**config.mk**
```make
export PLATFORM = sky130hd
export DESIGN_NAME = greenfloat_issue_ctrl
export DESIGN_NICKNAME = d
export VERILOG_FILES = /design/src/rtl/fp16_green_pkg.sv /design/src/rtl/gf_cmd_fifo.sv /design/src/rtl/greenfloat_issue_ctrl.sv
export SDC_FILE = /design/constraint.sdc
export NUM_CORES = 1
export LEC_CHECK = 0
export CORE_MARGIN = 5
export CORE_UTILIZATION = 33
export CTS_CLUSTER_SIZE = 14
export DETAILED_ROUTE_END_ITERATION = 6
export PLACE_DENSITY_LB_ADDON = 0.25
export SLEW_MARGIN = 20
export SYNTH_ARGS = -nofsm -noshare
export SYNTH_HDL_FRONTEND = slang
export SYNTH_SLANG_ARGS = --single-unit
```
**constraint.sdc**
```tcl
create_clock -name clk -period 6.05 [get_ports clk]
set_clock_uncertainty 0.15 [all_clocks]
set_input_delay 1.21 -clock clk [delete_from_list [all_inputs] [get_ports clk]]
set_output_delay 1.21 -clock clk [all_outputs]
set_load 0.01 [all_outputs]
```
**src/rtl/fp16_green_pkg.sv**
```systemverilog
// Shared types and encodings for the GreenFloat issue stage.
package fp16_green_pkg;

    localparam logic [1:0] OP_ADD    = 2'b00;
    localparam logic [1:0] OP_MUL    = 2'b10;
    localparam logic       MODE_FP32 = 1'b0;
    localparam logic       MODE_FP16 = 1'b1;

    typedef struct packed {
        logic        mode;
        logic [1:0]  op;
        logic [31:0] a;
        logic [31:0] b;
    } gf_cmd_t;

    typedef enum logic [1:0] {
        GI_IDLE,
        GI_ISSUE,
        GI_DRAIN
    } gf_issue_state_t;

    function automatic logic gf_op_legal(input logic [1:0] op);
        return (op == OP_ADD) || (op == OP_MUL);
    endfunction

endpackage

```
**src/rtl/gf_cmd_fifo.sv**
```systemverilog
// Command FIFO for the GreenFloat issue stage. Besides the current head it exposes the head cfg
// as it will be after this cycle's push/pop, so the issue FSM can register its next state.
module gf_cmd_fifo
    import fp16_green_pkg::*;
#(
    parameter int unsigned DEPTH = 4
) (
    input  logic       clk,
    input  logic       rst_n,
    input  logic       push_i,
    input  gf_cmd_t    wdata_i,
    input  logic       pop_i,
    output logic       full_o,
    output logic       empty_o,
    output gf_cmd_t    head_o,
    output logic       nxt_empty_o,
    output logic       nxt_mode_o,
    output logic [1:0] nxt_op_o
);
    localparam int unsigned PtrW = $clog2(DEPTH);

    logic [PtrW:0]   wr_q, wr_d, rd_q, rd_d;
    logic [PtrW-1:0] wr_idx, rd_idx, rd_nxt_idx;
    logic            push_ok, pop_ok;
    gf_cmd_t         mem_q [DEPTH];

    assign wr_idx      = wr_q[PtrW-1:0];
    assign rd_idx      = rd_q[PtrW-1:0];
    assign empty_o     = (wr_q == rd_q);
    assign full_o      = (wr_q[PtrW] != rd_q[PtrW]) && (wr_idx == rd_idx);
    assign push_ok     = push_i && !full_o;
    assign pop_ok      = pop_i && !empty_o;
    assign wr_d        = wr_q + {{PtrW{1'b0}}, push_ok};
    assign rd_d        = rd_q + {{PtrW{1'b0}}, pop_ok};
    assign rd_nxt_idx  = rd_d[PtrW-1:0];
    assign head_o      = mem_q[rd_idx];
    assign nxt_empty_o = (wr_d == rd_d);

    // A push landing in the slot that becomes the head bypasses the array.
    always_comb begin
        if (push_ok && (rd_nxt_idx == wr_idx)) begin
            nxt_mode_o = wdata_i.mode;
            nxt_op_o   = wdata_i.op;
        end else begin
            nxt_mode_o = mem_q[rd_nxt_idx].mode;
            nxt_op_o   = mem_q[rd_nxt_idx].op;
        end
    end

    always_ff @(posedge clk or negedge rst_n) begin
        if (!rst_n) begin
            wr_q <= '0;
            rd_q <= '0;
        end else begin
            wr_q <= wr_d;
            rd_q <= rd_d;
        end
    end

    always_ff @(posedge clk) begin
        if (push_ok) begin
            mem_q[wr_idx] <= wdata_i;
        end
    end

endmodule

```
**src/rtl/greenfloat_issue_ctrl.sv**
```systemverilog
// GreenFloat issue stage: queues FP commands, issues them to the core, tracks ops in flight.
// Define GREENFLOAT_ISSUE_PERF_EN to build the saturating stall_cycles counter.
module greenfloat_issue_ctrl
    import fp16_green_pkg::*;
#(
    parameter int unsigned DEPTH        = 4,
    parameter int unsigned MAX_INFLIGHT = 8
) (
    input  logic        clk,
    input  logic        rst_n,
    input  logic        cmd_valid_i,
    output logic        cmd_ready_o,
    input  logic        cmd_mode_i,
    input  logic [1:0]  cmd_op_i,
    input  logic [31:0] cmd_a_i,
    input  logic [31:0] cmd_b_i,
    output logic        core_valid_in_o,
    output logic        core_mode_o,
    output logic [1:0]  core_operation_o,
    output logic [31:0] core_a32_o,
    output logic [31:0] core_b32_o,
    output logic [15:0] core_a16_o,
    output logic [15:0] core_b16_o,
    input  logic        core_valid_out_i,
    output logic [3:0]  inflight_o,
    output logic        busy_o,
    output logic [15:0] switch_count_o,
    output logic [15:0] stall_cycles_o,
    output logic        err_illegal_o,
    output logic        err_spurious_o
);
    localparam logic [3:0] MaxCnt = 4'(MAX_INFLIGHT);

    gf_issue_state_t state_q, state_d;
    gf_cmd_t         wdata, head;
    logic            fifo_full, fifo_empty, nxt_empty, nxt_mode;
    logic [1:0]      nxt_op;
    logic            head_legal, cfg_match, issue, drop, ret_ok;

    logic        valid_q, valid_d, mode_q, mode_d;
    logic [1:0]  op_q, op_d;
    logic [31:0] a_q, a_d, b_q, b_d;
    logic [3:0]  inflight_q, inflight_d;
    logic [15:0] switch_q, switch_d;
    logic        ill_q, ill_d, spur_q, spur_d;

    assign wdata = '{mode: cmd_mode_i, op: cmd_op_i, a: cmd_a_i, b: cmd_b_i};

    gf_cmd_fifo #(
        .DEPTH(DEPTH)
    ) u_fifo (
        .clk        (clk),
        .rst_n      (rst_n),
        .push_i     (cmd_valid_i),
        .wdata_i    (wdata),
        .pop_i      (issue || drop),
        .full_o     (fifo_full),
        .empty_o    (fifo_empty),
        .head_o     (head),
        .nxt_empty_o(nxt_empty),
        .nxt_mode_o (nxt_mode),
        .nxt_op_o   (nxt_op)
    );

    // GI_ISSUE already guarantees a non-empty FIFO and a cfg that may be loaded now.
    always_comb begin
        head_legal = gf_op_legal(head.op);
        cfg_match  = (head.mode == mode_q) && (head.op == op_q);
        issue      = (state_q == GI_ISSUE) && head_legal && (inflight_q < MaxCnt);
        drop       = !fifo_empty && !head_legal;
        ret_ok     = core_valid_out_i && (inflight_q != 4'd0);

        valid_d  = issue;
        mode_d   = mode_q;
        op_d     = op_q;
        a_d      = a_q;
        b_d      = b_q;
        switch_d = switch_q;
        ill_d    = drop;
        spur_d   = core_valid_out_i && (inflight_q == 4'd0);
        if (issue) begin
            mode_d = head.mode;
            op_d   = head.op;
            a_d    = head.a;
            b_d    = head.b;
            if ((inflight_q == 4'd0) && !cfg_match) begin
                switch_d = switch_q + 16'd1;
            end
        end

        case ({issue, ret_ok})
            2'b10:   inflight_d = inflight_q + 4'd1;
            2'b01:   inflight_d = inflight_q - 4'd1;
            default: inflight_d = inflight_q;
        endcase
    end

    // Next state classifies the cycle that follows, using the post-update head, cfg and count.
    always_comb begin
        state_d = state_q;
        if (nxt_empty) begin
            state_d = GI_IDLE;
        end else if (((nxt_mode == mode_d) && (nxt_op == op_d)) || (inflight_d == 4'd0)) begin
            state_d = GI_ISSUE;
        end else begin
            state_d = GI_DRAIN;
        end
    end

    always_ff @(posedge clk or negedge rst_n) begin
        if (!rst_n) begin
            state_q    <= GI_IDLE;
            valid_q    <= 1'b0;
            mode_q     <= MODE_FP32;
            op_q       <= OP_ADD;
            a_q        <= '0;
            b_q        <= '0;
            inflight_q <= '0;
            switch_q   <= '0;
            ill_q      <= 1'b0;
            spur_q     <= 1'b0;
        end else begin
            state_q    <= state_d;
            valid_q    <= valid_d;
            mode_q     <= mode_d;
            op_q       <= op_d;
            a_q        <= a_d;
            b_q        <= b_d;
            inflight_q <= inflight_d;
            switch_q   <= switch_d;
            ill_q      <= ill_d;
            spur_q     <= spur_d;
        end
    end

`ifdef GREENFLOAT_ISSUE_PERF_EN
    logic [15:0] stall_q, stall_d;

    always_comb begin
        stall_d = stall_q;
        if (!fifo_empty && !issue && (stall_q != 16'hFFFF)) begin
            stall_d = stall_q + 16'd1;
        end
    end

    always_ff @(posedge clk or negedge rst_n) begin
        if (!rst_n) begin
            stall_q <= '0;
        end else begin
            stall_q <= stall_d;
        end
    end

    assign stall_cycles_o = stall_q;
`else
    assign stall_cycles_o = 16'h0;
`endif

    assign cmd_ready_o      = !fifo_full;
    assign core_valid_in_o  = valid_q;
    assign core_mode_o      = mode_q;
    assign core_operation_o = op_q;
    assign core_a32_o       = a_q;
    assign core_b32_o       = b_q;
    assign core_a16_o       = a_q[15:0];
    assign core_b16_o       = b_q[15:0];
    assign inflight_o       = inflight_q;
    assign busy_o           = !fifo_empty || (inflight_q != 4'd0);
    assign switch_count_o   = switch_q;
    assign err_illegal_o    = ill_q;
    assign err_spurious_o   = spur_q;

endmodule
```
Word-level counts from Yosys, hierarchy flattened:

Memory sizes are Yosys's and may differ from the RTL's.
Cells that the tools add are included.

* $add $sub $neg: 5
* multipliers: 0
* divide/modulo/power cells: 0
* $lt $le $gt $ge: 1
* eq/ne operators: 13
* shift operators: 0
* mux-type cells: 9
* bitwise logic cells: 0
* reduce and logical (&&, ||, !) cells: 25

Operator list (count)
* adder 16 x 1 -> 16 bit (second input constant): 1
* logical AND 1 bit: 12
* == test 2 bit: 4
* zero test 4 bit: 2
* 2-to-1 mux 2 bit: 4
* case mux 4 bit (2 select lines): 1
* adder 3 x 1 -> 3 bit: 2
* == test 3 bit: 2
* adder 4 x 1 -> 4 bit (second input constant): 1
* == test 2 x 1 -> 1 bit (second input constant): 2
* == test 2 bit (second input constant): 2
* zero test 1 bit: 4
* logical OR 1 bit: 4
* less-than comparator 4 bit (second input constant): 1
* 2-to-1 mux 1 bit: 4
* nonzero test 4 bit: 1
* subtractor 4 x 1 -> 4 bit (second input constant): 1
* == test 1 bit: 2
* zero test 2 bit: 1
* AND reduction 2 bit: 1
* != test 1 bit: 1

* register bits after elaboration: 98
* bits in latches: 0
* RAM bits: 268
* memory bits (read-only): 0
* input port bits: 71
* output and inout bits: 140
* word-level logic and storage cells: 66
* memories: 1

Memories
* u_fifo.mem_q: depth 4, bits a word 67, read ports 2, clocked after memory_dff 0, write ports 1, line gf_cmd_fifo.sv:25 `gf_cmd_t mem_q [DEPTH];`

Logic depth before layout (Yosys ltp):

Gate-level depths: netlist (run 1).
An unclocked memory read counts as a cell.

* depth in word-level cells: 16
* gate-level depth with buffers: 13
* depth with buffers taken out: 12

Cells and area by module:

A second synthesis (run 1) with hierarchy kept.

* cell total of the unflattened synthesis: 831
* area, all modules: 14288.7 µm²

By module, submodules not included
* gf_cmd_fifo: times used 1, cells each 389, area each 10139.7 µm², seq. area each 8197.9 µm²
* greenfloat_issue_ctrl: times used 1, cells each 442, area each 4149.0 µm², seq. area each 2302.2 µm²

Worst setup path before layout (run 1):

Ideal clock, no wire load.

* path kind: input-to-reg
* start point: in cmd_valid_i
* end point: mem u_fifo.mem_q[0][0] (netlist bit), enable pin
* setup time: 0.574 ns
* arrival time: 5.869 ns
* data required time: 5.326 ns
* slack: -0.543 ns
* cell stages on the path: 2
* buffers on the path: 0
* cells stage by stage: o31ai_1 -> nor3_1

* word-level cells in the longest chain between the ends: 3

Ends and longest elaborated chain
* start: declaration: line greenfloat_issue_ctrl.sv:11 `input logic cmd_valid_i,`
* logical AND 1 bit: line gf_cmd_fifo.sv:31 `assign push_ok = push_i && !full_o;`
* 2-to-1 mux 1 bit: line gf_cmd_fifo.sv:61 `if (push_ok) begin`
* 2-to-1 mux 1 bit (implied by the code): line gf_cmd_fifo.sv:62 `mem_q[wr_idx] <= wdata_i;`
* end: declaration: line gf_cmd_fifo.sv:25

No other way between the ends.

Final worst setup path (run 1):

* start point: reg inflight_q[0], in the netlist inflight_o[0]
* end point: out busy_o

* word-level cells in the longest chain between the ends: 2

Ends and longest elaborated chain
* start: declaration: line greenfloat_issue_ctrl.sv:43 `logic [3:0] inflight_q, inflight_d;`
* start signal: assignment: line greenfloat_issue_ctrl.sv:129 `inflight_q <= inflight_d;`
* nonzero test 4 bit: line greenfloat_issue_ctrl.sv:168 `assign busy_o = !fifo_empty || (inflight_q != 4'd0);`
* logical OR 1 bit: line greenfloat_issue_ctrl.sv:168
* end: declaration: line greenfloat_issue_ctrl.sv:26 `output logic busy_o,`

No other way between the ends.

==> results of run 1 <==
-- final timing paths --
check | start | endpoint | slack [ns] | cells after the start
worst max-delay path | inflight_o[0]$_DFF_PN0_ | busy_o | 2.17 | 3
worst min-delay path | switch_count_o[15]$_DFFE_PN0P_ | switch_count_o[15]$_DFFE_PN0P_ | 0.31 | 1
worst max register to register | u_fifo.rd_q[0]$_DFF_PN0_ | state_q[1]$_DFF_PN0_ | 2.29 | 10
worst min register to register | switch_count_o[15]$_DFFE_PN0P_ | switch_count_o[15]$_DFFE_PN0P_ | 0.31 | 1
max in group asynchronous | rst_n | switch_count_o[14]$_DFFE_PN0P_ | 4.02 | 2
min in group asynchronous | rst_n | inflight_o[0]$_DFF_PN0_ | 0.63 | 1
-- power by group through the flow --
stage,clock [mW],combinational [mW],sequential [mW]
6_report,2.48,2.94,3.78
3_5_place_dp,0,3.03,3.85
3_3_place_gp,0,3.01,3.84
5_1_grt,2.68,3.18,3.87
4_1_cts,2.57,3.04,3.81
2_1_floorplan,0,1.84,3.85
-- critical path, cell delays in order, from the launching register on --
cell             delay (ns)
dfrtp_1                0.44
nor4_1                 0.87
nand2_1                0.13
clkdlybuf4s50_1        0.53
-- flip-flops by register name (all words and copies together), names as in the netlist --
register	count
err_illegal_o	1
core_b32_o	32
u_fifo.rd_q	3
core_valid_in_o	1
u_fifo.wr_q	3
inflight_o	4
err_spurious_o	1
switch_count_o	16
core_mode_o	1
core_operation_o	2
core_a32_o	32
state_q	2
u_fifo.mem_q	268
-- final cells by class --
| type | count | area share |
|---|---|---|
| Clock buffer | 55 | 0.0656 |
| Clock inverter | 22 | 0.0112 |
| Inverter | 5 | 0.00105 |
| Tap cell | 546 | 0.0382 |
| Sequential cell | 366 | 0.588 |
| Timing Repair Buffer | 206 | 0.114 |
| Multi-Input combinational cell | 267 | 0.182 |
-- logic make-up (layout without fill, tap and decap cells) --
logic type                 Yosys count  after routing  share of synthesized area
buffers and inverters               79            288                     0.0357
other                                1             16                   0.000265
xor gates and xnor gates            34             34                     0.0210
DFF                                366            366                      0.741
muxes                              140            140                      0.167
and+or+nand+nor                     60             60                     0.0223
adders and majority gates            9              9                    0.00848
AOI/OAI and AO/OA                    8              8                    0.00433
-- layout by cell type, fill, tap and decap left out, types with 4 or more instances in the layout --
| cell | count |
|---|---|
| nand3_1 | 6 |
| edfxtp_1 | 268 |
| mux2i_1 | 4 |
| xnor2_1 | 22 |
| nor2_1 | 6 |
| and3_1 | 7 |
| clkbuf_1 | 7 |
| clkdlybuf4s50_1 | 193 |
| clkinv_2 | 9 |
| nand4_1 | 6 |
| mux4_2 | 70 |
| conb_1 | 16 |
| inv_1 | 5 |
| clkbuf_8 | 5 |
| clkinv_1 | 4 |
| dfrtp_1 | 96 |
| ha_1 | 8 |
| xor2_1 | 12 |
| clkbuf_16 | 43 |
| nand2_1 | 15 |
| buf_4 | 13 |
| mux2_2 | 65 |
-- layer usage --
metal,share of wire,up-vias
li1,-,3055
met1,0.44,3439
met2,0.48,179
met3,0.054,53
met4,0.025,4
met5,0.00080,-
==> impl_metrics.yaml, run 1 <==
status:
  outcome: "complete, no violations"
sta:
  setup_viol: 0
  finalCriticalPeriod_ns: 3.88
  setup_repair_after_global_routing_missed_its_margin: "no"
  hold-worst-slack_ns: 0.310
  timing.setup.tns_ns: 0
  slew_viol_final: 0
  achievable-frequency_mhz: 258
  final_worst_path_setup_slack_ns: 2.17
  worstMarginPinSlew_ns: 1.02
  finalHoldViolations: 0
  timing.final.crit_share: 0.641
  slew-limit-headroom: 0.318
global_routing:
  grt-ovfl-total: 0
  grt_first_pass_wirelength_um: 44400
  globalRouteMet3Util: 0.0310
  grt.met1_usage: 0.164
  vias_in_the_first_global_route: 7264
  initial_antenna_violation_count: 2
  gr-usage-met2: 0.197
  grt.busiest_layer: "met2"
  grt_use_total: 0.122
  grt_start_max_net_pins: 65
yosys:
  syn_inst: 697
  synth.distinct_cells: 36
  synth_async_sr_flop_share: 0.268
  synthesis.area_um2: 14200
  yosysSeqAreaShare: 0.741
  synth.ff_latch_count: 366
  synthesis.yosys.warnings: 0
  synth_enable_flop_cells: 268
  synth_area_leader_cell: "edfxtp_1"
  synth_flop_cell: "edfxtp_1"
  post_synthesis_mean_instance_area_um2: 20.3
  synth_top_area_share: 0.568
  synthTopCellsByCount: "edfxtp_1 (268), dfrtp_1 (98), mux4_2 (70)"
  ys_top_cells_by_area: "edfxtp_1 (57%), dfrtp_1 (17%), mux4_2 (11%)"
  synth_most_common_cell: "edfxtp_1"
detailed_routing:
  length_of_the_first_detailed_routing_pass_in_iterations: 4
  initialDrtViolationCount: 385
  viasPerCell: 4.59
  ant_nets: 0
  wirelength_um: 28900
  wl_per_cell_um: 19.7
  post-route-drc-count: 0
  dr_total_vias: 6730
floorplanning:
  core_area_um2: 42800
  ioPinCount: 211
  initial_core_util: 0.331
  num_rows: 76
  die_width_um: 217
  dieHeight_um: 217
  die_area_um2: 47200
min_path:
  worst_hold_path_type: "reg2reg"
power_and_ir_drop:
  power_per_cell_area_nw_per_um2: 515
  comb_pwr_share: 0.320
  netSwitchingFraction: 0.290
  switching_power_mw: 2.67
  share_clk_of_total_power: 0.270
  ir_worst_vdd_v: 0.000284
  power.leakage_nw: 6.32
  total_power_mw: 9.20
  power_report.internal_total_mw: 6.53
  seq_power_share: 0.411
flow_run:
  cap_viol_max_count: 0
clock_tree:
  htree_levels: 2
  path_clk_slew_ns: 0.06
  hold_buffers: 0
  postCtsSetupRepairBufs: 0
  cts_max_path_buffers: 3
  cts_buffers: 42
  numClockSinks: 366
  clkLatencyLatePin_ns: 0.54
  clock_tree_from_tritoncts: "built"
  ctsResizeCount: 0
  root_buffer: "clkbuf_16"
setup_path:
  crit_arrival_ns: 2.52
  worstPathMaxFanout: 6
  crit_path_end_kind: "output pin"
  setup_cp_type: "reg2out"
  cp_data_required_time_ns: 4.69
  start_kind: "register"
layout:
  nNetsFinal: 968
  layout.filler_cells: 3811
  postLayoutCellArea_um2: 17900
  antenna_cells_inserted: 0
  fraction_of_final_layout_cells_with_drive_strength_greater_than_1: 0.243
  final_cell_count_no_fill: 1467
  multi_input_comb_area_um2: 3250
  final_util: 0.417
  sequential_standard_cell_area_um2: 10500
  syn2layout_area_growth_pct: 26.1
place:
  place.detailed.hpwl_um: 17700
  finalWeightedCongestion: 0.721
  minimum_setup_slack_after_placement_ns: 2.21
  io_buffers: 194
  placedInstanceArea_um2: 16500
  dpl.cell_count: 1390
No activity file was read; power rests on OpenSTA's default activity.
==> run 2: changes to the inputs <==
==> constraint.sdc (replaced) <==
create_clock -name clk -period 3.1 [get_ports clk]
set_clock_uncertainty 0.15 [all_clocks]
set_input_delay 0.62 -clock clk [delete_from_list [all_inputs] [get_ports clk]]
set_output_delay 0.62 -clock clk [all_outputs]
set_load 0.01 [all_outputs]
==> run 2 against run 1 <==
  * Combinational power is 120% higher
  * Critical endpoint is now state_q[1]$_DFF_PN0_
  * Via count is 2.3% higher
  * Highest routed layer unchanged
  * Core utilization is 0.84 points higher
==> impl_metrics.yaml, run 2 (synthesis gave the netlist of run 1 again) <==
power_and_ir_drop:
  power_per_cell_area_nw_per_um2: 1010
  ir_worst_vdd_v: 0.000480
  power.leakage_nw: 6.46
place:
  place.detailed.hpwl_um: 18400
  io_buffers: 194
  dpl.cell_count: 1411
  finalWeightedCongestion: 0.752
setup_path:
  worstPathMaxFanout: 5
  setup_cp_type: "reg2reg"
  reg2reg_setup_slack_ns: 0.06
  regToRegStartpoint: "u_fifo.rd_q[0]$_DFF_PN0_"
  cp_data_required_time_ns: 3.37
  crit_path_end_kind: "register"
  start_kind: "register"
  worst_r2r_endpoint: "state_q[1]$_DFF_PN0_"
  worst_r2r_path_depth: 12
  crit_arrival_ns: 3.31
min_path:
  min_delay_startpoint: "switch_count_o[15]$_DFFE_PN0P_"
  endpoint_worst_hold: "switch_count_o[15]$_DFFE_PN0P_"
  hold_depth: 1
  worst_hold_path_type: "reg2reg"
global_routing:
  grt_first_pass_wirelength_um: 45600
  vias_in_the_first_global_route: 7455
  grt_use_total: 0.126
  initial_antenna_violation_count: 2
  grt-ovfl-total: 0
  grt_start_max_net_pins: 56
sta:
  finalHoldViolations: 0
  achievable-frequency_mhz: 329
  worstMarginPinSlew_ns: 0.564
  timing.final.crit_share: 0.981
  setup_repair_after_global_routing_missed_its_margin: "yes"
  slew-limit-headroom: 0.624
  setup_viol: 0
  finalCriticalPeriod_ns: 3.04
  timing.setup.tns_ns: 0
  slew_viol_final: 0
layout:
  antenna_cells_inserted: 0
  most_common_library_cell_in_the_layout_ignoring_fill_and_taps: "edfxtp_1"
  final_cell_count_no_fill: 1488
  largest_register: "u_fifo.mem_q"
  final_util: 0.426
  fraction_of_final_layout_cells_with_drive_strength_greater_than_1: 0.275
  layout.filler_cells: 3802
  nNetsFinal: 990
  syn2layout_area_growth_pct: 28.6
  most-common-layout-cells: "edfxtp_1 (268), clkdlybuf4s50_1 (193), dfrtp_1 (95), mux4_2 (70), mux2_2 (65)"
  largest_register_ff_count: 268
floorplanning:
  ioPinCount: 211
  num_rows: 76
  initial_core_util: 0.331
  die_width_um: 217
  core_area_um2: 42800
  dieHeight_um: 217
  die_area_um2: 47200
clock_tree:
  htree_levels: 2
  cts_max_path_buffers: 3
  clkLatencyLatePin_ns: 0.54
  cts_buffers: 41
  clock_tree_from_tritoncts: "built"
  numClockSinks: 366
  root_buffer: "clkbuf_16"
  path_clk_slew_ns: 0.06
detailed_routing:
  viasPerCell: 4.63
  initialDrtViolationCount: 399
  dr_total_vias: 6882
  length_of_the_first_detailed_routing_pass_in_iterations: 4
  post-route-drc-count: 0
  wl_per_cell_um: 19.9
  wirelength_um: 29600
  ant_nets: 0
status:
  outcome: "complete, no violations"
flow_run:
  cap_viol_max_count: 0
## run 2: cell count changes in the layout (fill, tap and decap cells not counted), sizes merged
cell,change
clkinv,-3
bufinv,-1
buf,+22
dlygate4sd3,+1
inv,+2
clkinvlp,+1
clkbuf,-1
## run 2: critical path: stages, from the launching register on
cell and delay [ns]:
dfrtp_4 0.43, mux4_2 0.54, a21oi_2 0.12, nor2_1 0.07, ha_4 0.17, ha_4 0.26
xor2_2 0.15, nor3_2 0.11, buf_4 0.16, buf_4 0.10, mux2i_1 0.21, xnor2_1 0.13
o311a_1 0.31
## run 2: timing repair
item                                    in CTS  in global routing
resized for setup                            5                 14
gates cloned                                 0                  0
endpoints found under the hold margin       26                  0
hold buffers                                 1                  0
pin swaps                                    1                  3
setup buffers                                1                  0
endpoints found under the setup margin       6                  8
## run 2: area by class of cell
type	instances	area, um2	area share
well taps	546	683	0.0375
inverters	5	18.8	0.00103
clock inverters	21	168	0.00920
repair buffers	229	2330	0.128
flip-flops and latches	366	10500	0.577
clock buffers	54	1160	0.0635
multi-input cells	267	3360	0.184
## run 2: metrics by stage
stage / instance area (um2) / power, mW / hold WS (ns) / setup WS [ns]
final: 18200 / 18.4 / 0.319 / 0.0596
after global routing: 18200 / 19.5 / 0.339 / -0.0612
after CTS: 18100 / 18.7 / 0.322 / 0.0114
after detailed placement: 16800 / 13.8 / 0.311 / -0.124
after global placement: 16800 / 13.7 / 0.306 / -0.0459
after floorplan: 14300 / 11.1 / 0.174 / -0.0448
## run 2: report_power, final
part | internal [mW] | switching, mW
clock | 2.80 | 1.91
combinational | 3.53 | 2.92
sequential | 6.70 | 0.561
total | 13.0 | 5.40
## run 2: routing by layer
| metal | vias up | part of all wire | GRT usage |
|---|---|---|---|
| met2 | 171 | 0.49 | 0.206 |
| met4 | 4 | 0.022 | 0.0396 |
| met3 | 52 | 0.057 | 0.0334 |
| li1 | 3092 | - | - |
| met1 | 3563 | 0.43 | 0.165 |
| met5 | - | 0.00091 | 0 |
## run 2: how the worst max path moves through the flow
stage | start | end | slack (ns) | cells past startpoint
after floorplan | u_fifo.rd_q[0]$_DFF_PN0_ | state_q[1]$_DFF_PN0_ | -0.04 | 12
after global placement | u_fifo.rd_q[0]$_DFF_PN0_ | state_q[1]$_DFF_PN0_ | -0.05 | 11
after detailed placement | u_fifo.rd_q[0]$_DFF_PN0_ | state_q[1]$_DFF_PN0_ | -0.12 | 11
after CTS | u_fifo.rd_q[0]$_DFF_PN0_ | state_q[1]$_DFF_PN0_ | 0.01 | 8
after global routing | u_fifo.rd_q[0]$_DFF_PN0_ | state_q[1]$_DFF_PN0_ | -0.06 | 12
final | u_fifo.rd_q[0]$_DFF_PN0_ | state_q[1]$_DFF_PN0_ | 0.06 | 12
==> run 3: changes to the inputs <==
--- a/config.mk
+++ b/config.mk
@@ -5,6 +5,7 @@
 export SDC_FILE = /design/constraint.sdc
 export NUM_CORES = 1
 export LEC_CHECK = 0
+export CORE_ASPECT_RATIO = 0.75
 export CORE_MARGIN = 5
 export CORE_UTILIZATION = 33
 export CTS_CLUSTER_SIZE = 14
==> run 3 against run 2 <==
  * Worst setup slack better by 0.042 ns
  * Cell area is 0.27% higher
  * Largest cell class unchanged
  * Global-route usage is 0.10 points lower
  * Sequential share of layout area is 0.15 points lower
  * Register-to-register slack better by 0.04 ns
  * First-iteration DRC count is 31% lower
  * Core utilization is 0.62 points higher
  * Critical path depth is 6 lower
  * Cell count is 1.5% higher
  * Highest routed layer unchanged
  * Count of clock-buffer cells in the layout stayed put
==> impl_metrics.yaml, run 3 (synthesis gave the netlist of run 1 again) <==
setup_path:
  setup_cp_type: "reg2out"
  crit_arrival_ns: 2.23
  worstPathMaxFanout: 3
  crit_top_cell: "buf_4"
  cpMaxStageDelayCell: "clkdlybuf4s50_1"
  cp_data_required_time_ns: 2.33
  crit_path_end_kind: "output pin"
  slowest_delay_ns: 0.54
  start_kind: "register"
  path_cells: "buf_4, xor2_1, nor3b_2, buf_4, nand2_1, clkdlybuf4s50_1"
detailed_routing:
  dr_total_vias: 6875
  viasPerCell: 4.55
  initialDrtViolationCount: 277
  wl_per_cell_um: 19.6
  ant_nets: 0
  length_of_the_first_detailed_routing_pass_in_iterations: 4
  post-route-drc-count: 0
  wirelength_um: 29600
place:
  finalWeightedCongestion: 0.710
  minimum_setup_slack_after_placement_ns: -0.0588
  place.detailed.hpwl_um: 18100
  io_buffers: 194
sta:
  timing.final.crit_share: 0.967
  slew_viol_final: 0
  finalHoldViolations: 0
  worstMarginPinSlew_ns: 0.685
  achievable-frequency_mhz: 334
  slew-limit-headroom: 0.544
  finalCriticalPeriod_ns: 3.00
  setup_viol: 0
  final_worst_path_setup_slack_ns: 0.102
layout:
  syn2layout_area_growth_pct: 28.9
  layout.filler_cells: 3777
  antenna_cells_inserted: 0
  final_util: 0.432
  nNetsFinal: 991
  most_common_library_cell_in_the_layout_ignoring_fill_and_taps: "edfxtp_1"
  largest_register: "u_fifo.mem_q"
  largest_register_ff_count: 268
  most-common-layout-cells: "edfxtp_1 (268), clkdlybuf4s50_1 (192), dfrtp_1 (95), mux4_2 (70), mux2_2 (65)"
  fraction_of_final_layout_cells_with_drive_strength_greater_than_1: 0.275
global_routing:
  grt_first_pass_wirelength_um: 46100
  grt_use_total: 0.125
  vias_in_the_first_global_route: 7572
  initial_antenna_violation_count: 2
  grt-ovfl-total: 0
  grt_start_max_net_pins: 62
clock_tree:
  clkLatencyLatePin_ns: 0.53
  cts_max_path_buffers: 3
  cts_buffers: 40
  clock_tree_from_tritoncts: "built"
  postCtsSetupRepairBufs: 0
  root_buffer: "clkbuf_16"
  numClockSinks: 366
  path_clk_slew_ns: 0.06
  htree_levels: 2
status:
  outcome: "complete, no violations"
power_and_ir_drop:
  power.leakage_nw: 6.48
  ir_worst_vdd_v: 0.000574
  total_power_mw: 18.6
  power_per_cell_area_nw_per_um2: 1020
min_path:
  worst_hold_path_type: "reg2reg"
floorplanning:
  initial_core_util: 0.335
  dieHeight_um: 189
  core_area_um2: 42300
  die_width_um: 249
  die_area_um2: 47200
  ioPinCount: 211
  num_rows: 65
flow_run:
  cap_viol_max_count: 0
## run 3: cell types whose count changed in the layout (fill, tap and decap cells not counted), moves of 2 or more
| cell | before | now |
|---|---|---|
| clkbuf_16 | 43 | 41 |
| buf_4 | 24 | 28 |
| buf_12 | 9 | 7 |
| bufinv_16 | 2 | 5 |
| clkinv_2 | 8 | 4 |
| clkinv_4 | 0 | 2 |
| clkinv_1 | 5 | 3 |
| clkbuf_8 | 4 | 6 |
## run 3: where the power goes
group / switching, mW / leakage (nW) / internal, mW
clock: 1.88 / 0.670 / 3.00
combinational: 2.90 / 2.11 / 3.52
sequential: 0.552 / 3.70 / 6.70
## run 3: per-stage QoR
stage | std cells | hold slack, ns | instance area (um2) | setup TNS (ns)
finish | 1511 | 0.319 | 18300 | 0
global route | 1511 | 0.337 | 18300 | -0.000730
CTS | 1511 | 0.318 | 18200 | 0
detailed placement | 1437 | 0.310 | 16800 | -0.0642
global placement | 1437 | 0.310 | 16800 | 0
floorplan | 712 | 0.174 | 14300 | -0.250
## run 3: path summary, 6_finish.rpt
kind,start,to,slack [ns],depth (start not counted)
setup / recovery,u_fifo.rd_q[0]$_DFF_PN0_,busy_o,0.10,6
hold / removal,switch_count_o[15]$_DFFE_PN0P_,switch_count_o[15]$_DFFE_PN0P_,0.32,1
setup reg to reg,u_fifo.rd_q[0]$_DFF_PN0_,state_q[0]$_DFF_PN0_,0.10,12
hold reg to reg,switch_count_o[15]$_DFFE_PN0P_,switch_count_o[15]$_DFFE_PN0P_,0.32,1
max in group asynchronous,rst_n,core_a32_o[3]$_DFFE_PN0N_,1.76,3
min in group asynchronous,rst_n,core_b32_o[1]$_DFFE_PN0N_,0.35,2
## run 3: worst max-delay path, delay by kind of cell (launching register included)
kind | cells | cell delay [ns]
xor+xnor | 1 | 0.25
simple gates | 2 | 0.16
flops | 1 | 0.48
buf+inv | 3 | 0.83
## run 3: timing repair
| item | 4_1_cts | 5_1_grt |
|---|---|---|
| hold buffers | 1 | 0 |
| setup endpoints to repair | 2 | 11 |
| pin swaps | 0 | 2 |
| endpoints found under the hold margin | 9 | 0 |
| gates resized for setup | 2 | 15 |
## run 3: final cells by class
class	instances	area (um2)	area share
clock buffers	54	1130	0.0621
clock inverters	19	240	0.0131
multi-input cells	267	3340	0.183
well taps	569	712	0.0390
inverters	5	18.8	0.00103
flip-flops and latches	366	10500	0.575
repair buffers	231	2320	0.127
## run 3: routing by layer
metal,routed length [um],GRT usage,up-vias
met5,24,0,-
met4,375,0.0264,4
met3,1790,0.0364,38
met2,13700,0.192,166
met1,13800,0.178,3573
li1,-,-,3094
==> variant 1: new RTL, settings of run 1 <==
The option `GREENFLOAT_ISSUE_PERF_EN` is turned on by a define.
--- a/src/rtl/greenfloat_issue_ctrl.sv
+++ b/src/rtl/greenfloat_issue_ctrl.sv
@@ -1,5 +1,7 @@
 // GreenFloat issue stage: queues FP commands, issues them to the core, tracks ops in flight.
 // Define GREENFLOAT_ISSUE_PERF_EN to build the saturating stall_cycles counter.
+`define GREENFLOAT_ISSUE_PERF_EN
+
 module greenfloat_issue_ctrl
     import fp16_green_pkg::*;
 #(
Check against the original RTL: not equivalent (a bounded check fails within 4 cycles, from zero or initial values and one cycle with rst_n low).
==> variant 1 against run 1 <==
  * Setup slack got worse by 270 ps
  * Critical path depth rose by 1
  * Worst hold slack improved by 7.0 ps
  * Highest routed layer unchanged
  * Design area rose by 5.1%
  * Non-clock buffer count rose by 13
  * Wire length rose by 9.4%
  * First-iteration DRC count rose by 3.6%
  * Area after synthesis rose by 4.3%
  * Largest cell class unchanged
  * Critical path type unchanged
  * Register-to-register slack got worse by 340 ps
  * Via count rose by 7.8%
  * Power rose by 3.2%
  * Sequential cell count rose by 16
  * Count of clock-buffer cells in the layout rose by 5
  * Sequential share of layout area fell by 0.75 points
==> variant 1: results (changes against run 1) <==
| Metric | Value |
|---|---|
| Hold endpoint | switch_count_o[15] (unchanged) |
| Share of synthesized registers carrying an async set or reset | 29.8% (was 26.8%) |
| Max reg flops | 268 (unchanged) |
| Cell Count Post-Placement | 1490 (was 1390) |
| Avg Synthesized Cell Area | 20.1 um2 (was 20.3 um2) |
| Layout cell share with drive strength beyond 1 | 23.0% (was 24.3%) |
| Leakage | 6.69 nW (was 6.32 nW) |
| Number of global-route vias before repair | 8002 (was 7264) |
| H-Tree Level Count | 2 (unchanged) |
| Fillcell total | 3871 (was 3811) |
| Vias/cell | 4.62 (was 4.59) |
| Worst r2r path cells | 11 (was 10) |
| Met1 GRT Util | 16.6% (was 16.4%) |
| Max Root-Sink Buffers | 3 (unchanged) |
| Routability cong. | 0.744 (was 0.721) |
| Worst R2R End | state_q[0] (was state_q[1]) |
| Top cell type by total area after synthesis | edfxtp_1 (unchanged) |
| Sequential share of the synthesized area | 73.8% (was 74.1%) |
| Hold Crit Class | reg2reg (unchanged) |
| Register name with the most flops | u_fifo.mem_q (unchanged) |
| Top cells by area, synth | edfxtp_1, dfrtp_1, mux4_2, mux2_2, xnor2_1 (was edfxtp_1, dfrtp_1, mux4_2, mux2_2, buf_4) |
| Final setup vio count | 0 (unchanged) |
| Crit-path max FO | 28 (was 6) |
| DR iter-0 viols | 399 (was 385) |
| Met2 Resource Use GR | 21.5% (was 19.7%) |
| Synth top cells by count | edfxtp_1, dfrtp_1, mux4_2 (unchanged) |
| DR pass1 iterations | 6 (was 4) |
| Ys flop type | edfxtp_1 (unchanged) |
| Nets | 1024 (was 968) |
| Post-CTS Setup Inserts | 0 (unchanged) |
| Slew margin rel. | 34.1% (was 31.8%) |
| Flop2flop setup slack | 1950 ps (was 2290 ps) |
| Peak supply drop | 0.000251 V (was 0.000284 V) |
| Port bufs | 210 (was 194) |
| FF-to-FF Start | u_fifo.rd_q[0] (unchanged) |
| Num CTS Buffers | 43 (was 42) |
| Met3 Resource Use GR | 3.27% (was 3.10%) |
| # diodes | 0 (unchanged) |
| Gr usage total | 12.9% (was 12.2%) |
| Pin count of the biggest net entering global routing | 79 (was 65) |
| Initial antenna violation count | 2 (unchanged) |
| Worst setup SP type | flop (unchanged) |
| Ys Warns | 0 (unchanged) |
| Routed len/inst | 20.1 um (was 19.7 um) |
| Number of synthesized register bits | 382 (was 366) |
| HP Start | switch_count_o[15] (unchanged) |
| First-pass GRT wire length | 49100 um (was 44400 um) |
| Vias | 7255 (was 6730) |
| Clk_lat worst skew | 560 ps (was 540 ps) |
| Hold path depth | 1 (unchanged) |
| Critical path destination | busy_o (unchanged) |
| Netlist cell types | 44 (was 36) |
| Detail Placement HPWL | 18200 um (was 17700 um) |
| Data arrival time of the worst path | 2790 ps (was 2520 ps) |
| Status | complete, no violations (unchanged) |
## variant 1: cells by family after synthesis
logic type               synth area share, %
AND/OR/NAND/NOR                         2.74
adder cells (fa/ha/maj)                0.897
flip-flops                              73.8
multiplexers                            16.1
AO/OA/AOI/OAI                          0.855
buffers and inverters                   2.73
XOR/XNOR                                2.90
## variant 1: layer usage
metal / vias up / wire (um)
met3: 49 / 1610
met4: 4 / 655
li1: 3284 / -
met5: - / 34
met1: 3750 / 13900
met2: 168 / 15400
## variant 1: area by class of cell
| class | count | area [um2] | share of cell area, % |
|---|---|---|---|
| Clock buffer | 60 | 1210 | 6.45 |
| Timing Repair Buffer | 219 | 2200 | 11.7 |
| Tap cell | 592 | 741 | 3.94 |
| Inverter | 12 | 45.0 | 0.240 |
| Clock inverter | 20 | 171 | 0.913 |
| Multi-Input combinational cell | 285 | 3510 | 18.7 |
| Sequential cell | 382 | 10900 | 58.1 |
## variant 1: stage by stage
stage | cell area (um2) | hold slack, ps | setup slack (ps)
5_1_grt | 18800 | 335 | 1650
2_1_floorplan | 14800 | 358 | 1150
3_5_place_dp | 17400 | 318 | 1880
4_1_cts | 18800 | 325 | 1780
6_report | 18800 | 317 | 1900
3_3_place_gp | 17400 | 313 | 1870
## variant 1: critical path, cell delays in order, from the launching register on
cell and delay (ps):
dfrtp_4 830, xor2_1 240, nor3_1 520, nand2_1 110, clkdlybuf4s50_1 520
## variant 1: power by group
| part | internal [mW] | switching [mW] |
|---|---|---|
| Clock | 1.49 | 1.04 |
| Sequential | 3.56 | 0.425 |
| Combinational | 1.64 | 1.34 |
==> variant 2: new RTL, config.mk and constraints of run 1 <==
Made on the original files. Re-encode `gf_issue_state_t` (3 states) as one-hot, 3 bits wide.
--- a/src/rtl/fp16_green_pkg.sv
+++ b/src/rtl/fp16_green_pkg.sv
@@ -13,10 +13,10 @@
         logic [31:0] b;
     } gf_cmd_t;
 
-    typedef enum logic [1:0] {
-        GI_IDLE,
-        GI_ISSUE,
-        GI_DRAIN
+    typedef enum logic [2:0] {
+        GI_IDLE  = 3'b001,
+        GI_ISSUE = 3'b010,
+        GI_DRAIN = 3'b100
     } gf_issue_state_t;
 
     function automatic logic gf_op_legal(input logic [1:0] op);
Behaviour: same outputs for any inputs over 4 cycles, from zero or initial values and one cycle with rst_n low; so few cycles prove little.
==> variant 2 against run 1 <==
  * Power is 0.29% lower
  * Utilization is 0.11 points higher
  * Wire length is 2.4% higher
  * Largest cell class unchanged
  * Critical path type unchanged
  * Critical endpoint unchanged
  * Setup slack worse by 240 ps
  * Sequential cell count is 1 higher
  * Area after synthesis is 0.32% higher
  * Design area is 0.50% higher
==> variant 2: results (changes against run 1) <==
| Metric | Value |
|---|---|
| Detail Placement HPWL | 17400 um (was 17700 um) |
| Cell Count Post-Placement | 1422 (was 1390) |
| DR iter-0 viols | 346 (was 385) |
| Gr usage total | 12.7% (was 12.2%) |
| First-pass GRT wire length | 45700 um (was 44400 um) |
| Netlist cell types | 41 (was 36) |
| Final cell count without fillers | 1501 (was 1467) |
| Pin count of the biggest net entering global routing | 47 (was 65) |
| Layout cell share with drive strength beyond 1 | 24.1% (was 24.3%) |
| Share of synthesized registers carrying an async set or reset | 27.0% (was 26.8%) |
| Slowest-stage cell, CP | dfrtp_4 (was nor4_1) |
| Worst R2R End | state_q[2] (was state_q[1]) |
| Worst r2r path cells | 11 (was 10) |
| Routed len/inst | 19.7 um (about the same) |
| Top cells by area, synth | edfxtp_1, dfrtp_1, mux4_2, mux2_2, buf_4 (unchanged) |
| Flop2flop setup slack | 1980 ps (was 2290 ps) |
| Top delay family on crit path | buffers and inverters (was simple AND/OR/NAND/NOR gates) |
| HP Start | switch_count_o[15] (unchanged) |
| Gate Count Post-Synth | 692 (was 697) |
| Nets | 961 (was 968) |
| Initial antenna violation count | 1 (was 2) |
| Synth top cells by count | edfxtp_1, dfrtp_1, mux4_2 (unchanged) |
| Hold Crit Class | reg2reg (unchanged) |
| Hold path depth | 1 (unchanged) |
| Slew margin rel. | 40.6% (was 31.8%) |
| Peak supply drop | 0.000243 V (was 0.000284 V) |
| Register name with the most flops | u_fifo.mem_q (unchanged) |
| Crit-path max FO | 24 (was 6) |
| CP peak stage delay | 740 ps (was 870 ps) |
| Status | complete, no violations (unchanged) |
| Number of global-route vias before repair | 7377 (was 7264) |
| Vias | 6784 (was 6730) |
| Num CTS Buffers | 41 (was 42) |
| Data arrival time of the worst path | 2750 ps (was 2520 ps) |
| Leakage | 6.35 nW (was 6.32 nW) |
| Clock-pin slew on the worst setup and hold paths | 60 ps (about the same) |
| Port bufs | 194 (unchanged) |
| Sequential share of the synthesized area | 74.1% (about the same) |
| FF-to-FF Start | u_fifo.rd_q[0] (unchanged) |
| Routability cong. | 0.730 (was 0.721) |
-- variant 2: worst max-delay path by stage --
stage              startpoint                 end  slack [ps]  depth (start not counted)
2_1_floorplan     cmd_valid_i  u_fifo.mem_q[2][0]        1140                          4
4_1_cts        u_fifo.rd_q[0]              busy_o        1610                          4
5_1_grt        u_fifo.rd_q[0]              busy_o        1620                          5
3_3_place_gp   u_fifo.rd_q[0]          state_q[2]        1750                         10
6_report       u_fifo.rd_q[0]              busy_o        1940                          5
3_5_place_dp   u_fifo.rd_q[0]          state_q[2]        1740                         10
-- variant 2: kinds of logic (layout without fill, tap and decap cells) --
logic type	count (synthesis)	in the layout	share of synthesized area, %
compound gates	8	8	0.563
xor+xnor	34	34	2.10
fa+ha+maj	9	9	0.845
buf+inv	82	288	3.71
flops	367	367	74.1
mux	141	141	16.7
other cells	1	19	0.0264
simple gates	50	50	2.00
-- variant 2: worst register-to-register path: stages, from the launching register on --
cell and delay [ps]:
dfrtp_4 740, buf_12 300, mux4_2 620, nor2_1 130, nor2_1 50, ha_1 190, ha_1 380, xor2_1 180
nor3_1 470, mux2i_1 280, xnor2_1 120, o311a_1 360
-- variant 2: report_power, final --
part           switching [mW]  leakage [nW]  internal (mW)  total [mW]
Sequential              0.397          3.73           3.45        3.84
Combinational            1.27          1.97           1.60        2.87
Clock                   0.975         0.654           1.49        2.46
-- variant 2: stage by stage --
| step | worst slack [ps] | hold WS, ps | area [um2] | utilization (%) |
|---|---|---|---|---|
| 6_report | 1940 | 322 | 17900 | 41.9 |
| 3_3_place_gp | 1750 | 311 | 16600 | 38.7 |
| 4_1_cts | 1610 | 328 | 17900 | 41.8 |
| 2_1_floorplan | 1140 | 342 | 14300 | - |
| 5_1_grt | 1620 | 339 | 17900 | 41.8 |
| 3_5_place_dp | 1740 | 319 | 16600 | 38.7 |
-- variant 2: layer usage --
layer	track usage, %	part of all wire (%)	vias to the layer above	routed length, um
li1	-	-	3046	-
met1	16.9	43	3532	12700
met2	20.4	49	164	14400
met3	3.35	6.0	42	1770
met4	4.15	2.3	0	689
met5	0	0	-	0
-- variant 2: layout make-up --
cell class                      count  area [um2]
Sequential cell                   367       10500
Clock inverter                     16         184
Antenna cell                        3        7.51
Timing Repair Buffer              206        2070
Multi-Input combinational cell    258        3260
Inverter                            7        26.3
Clock buffer                       59        1140
Fill cell                        3769       24900
Tap cell                          585         732
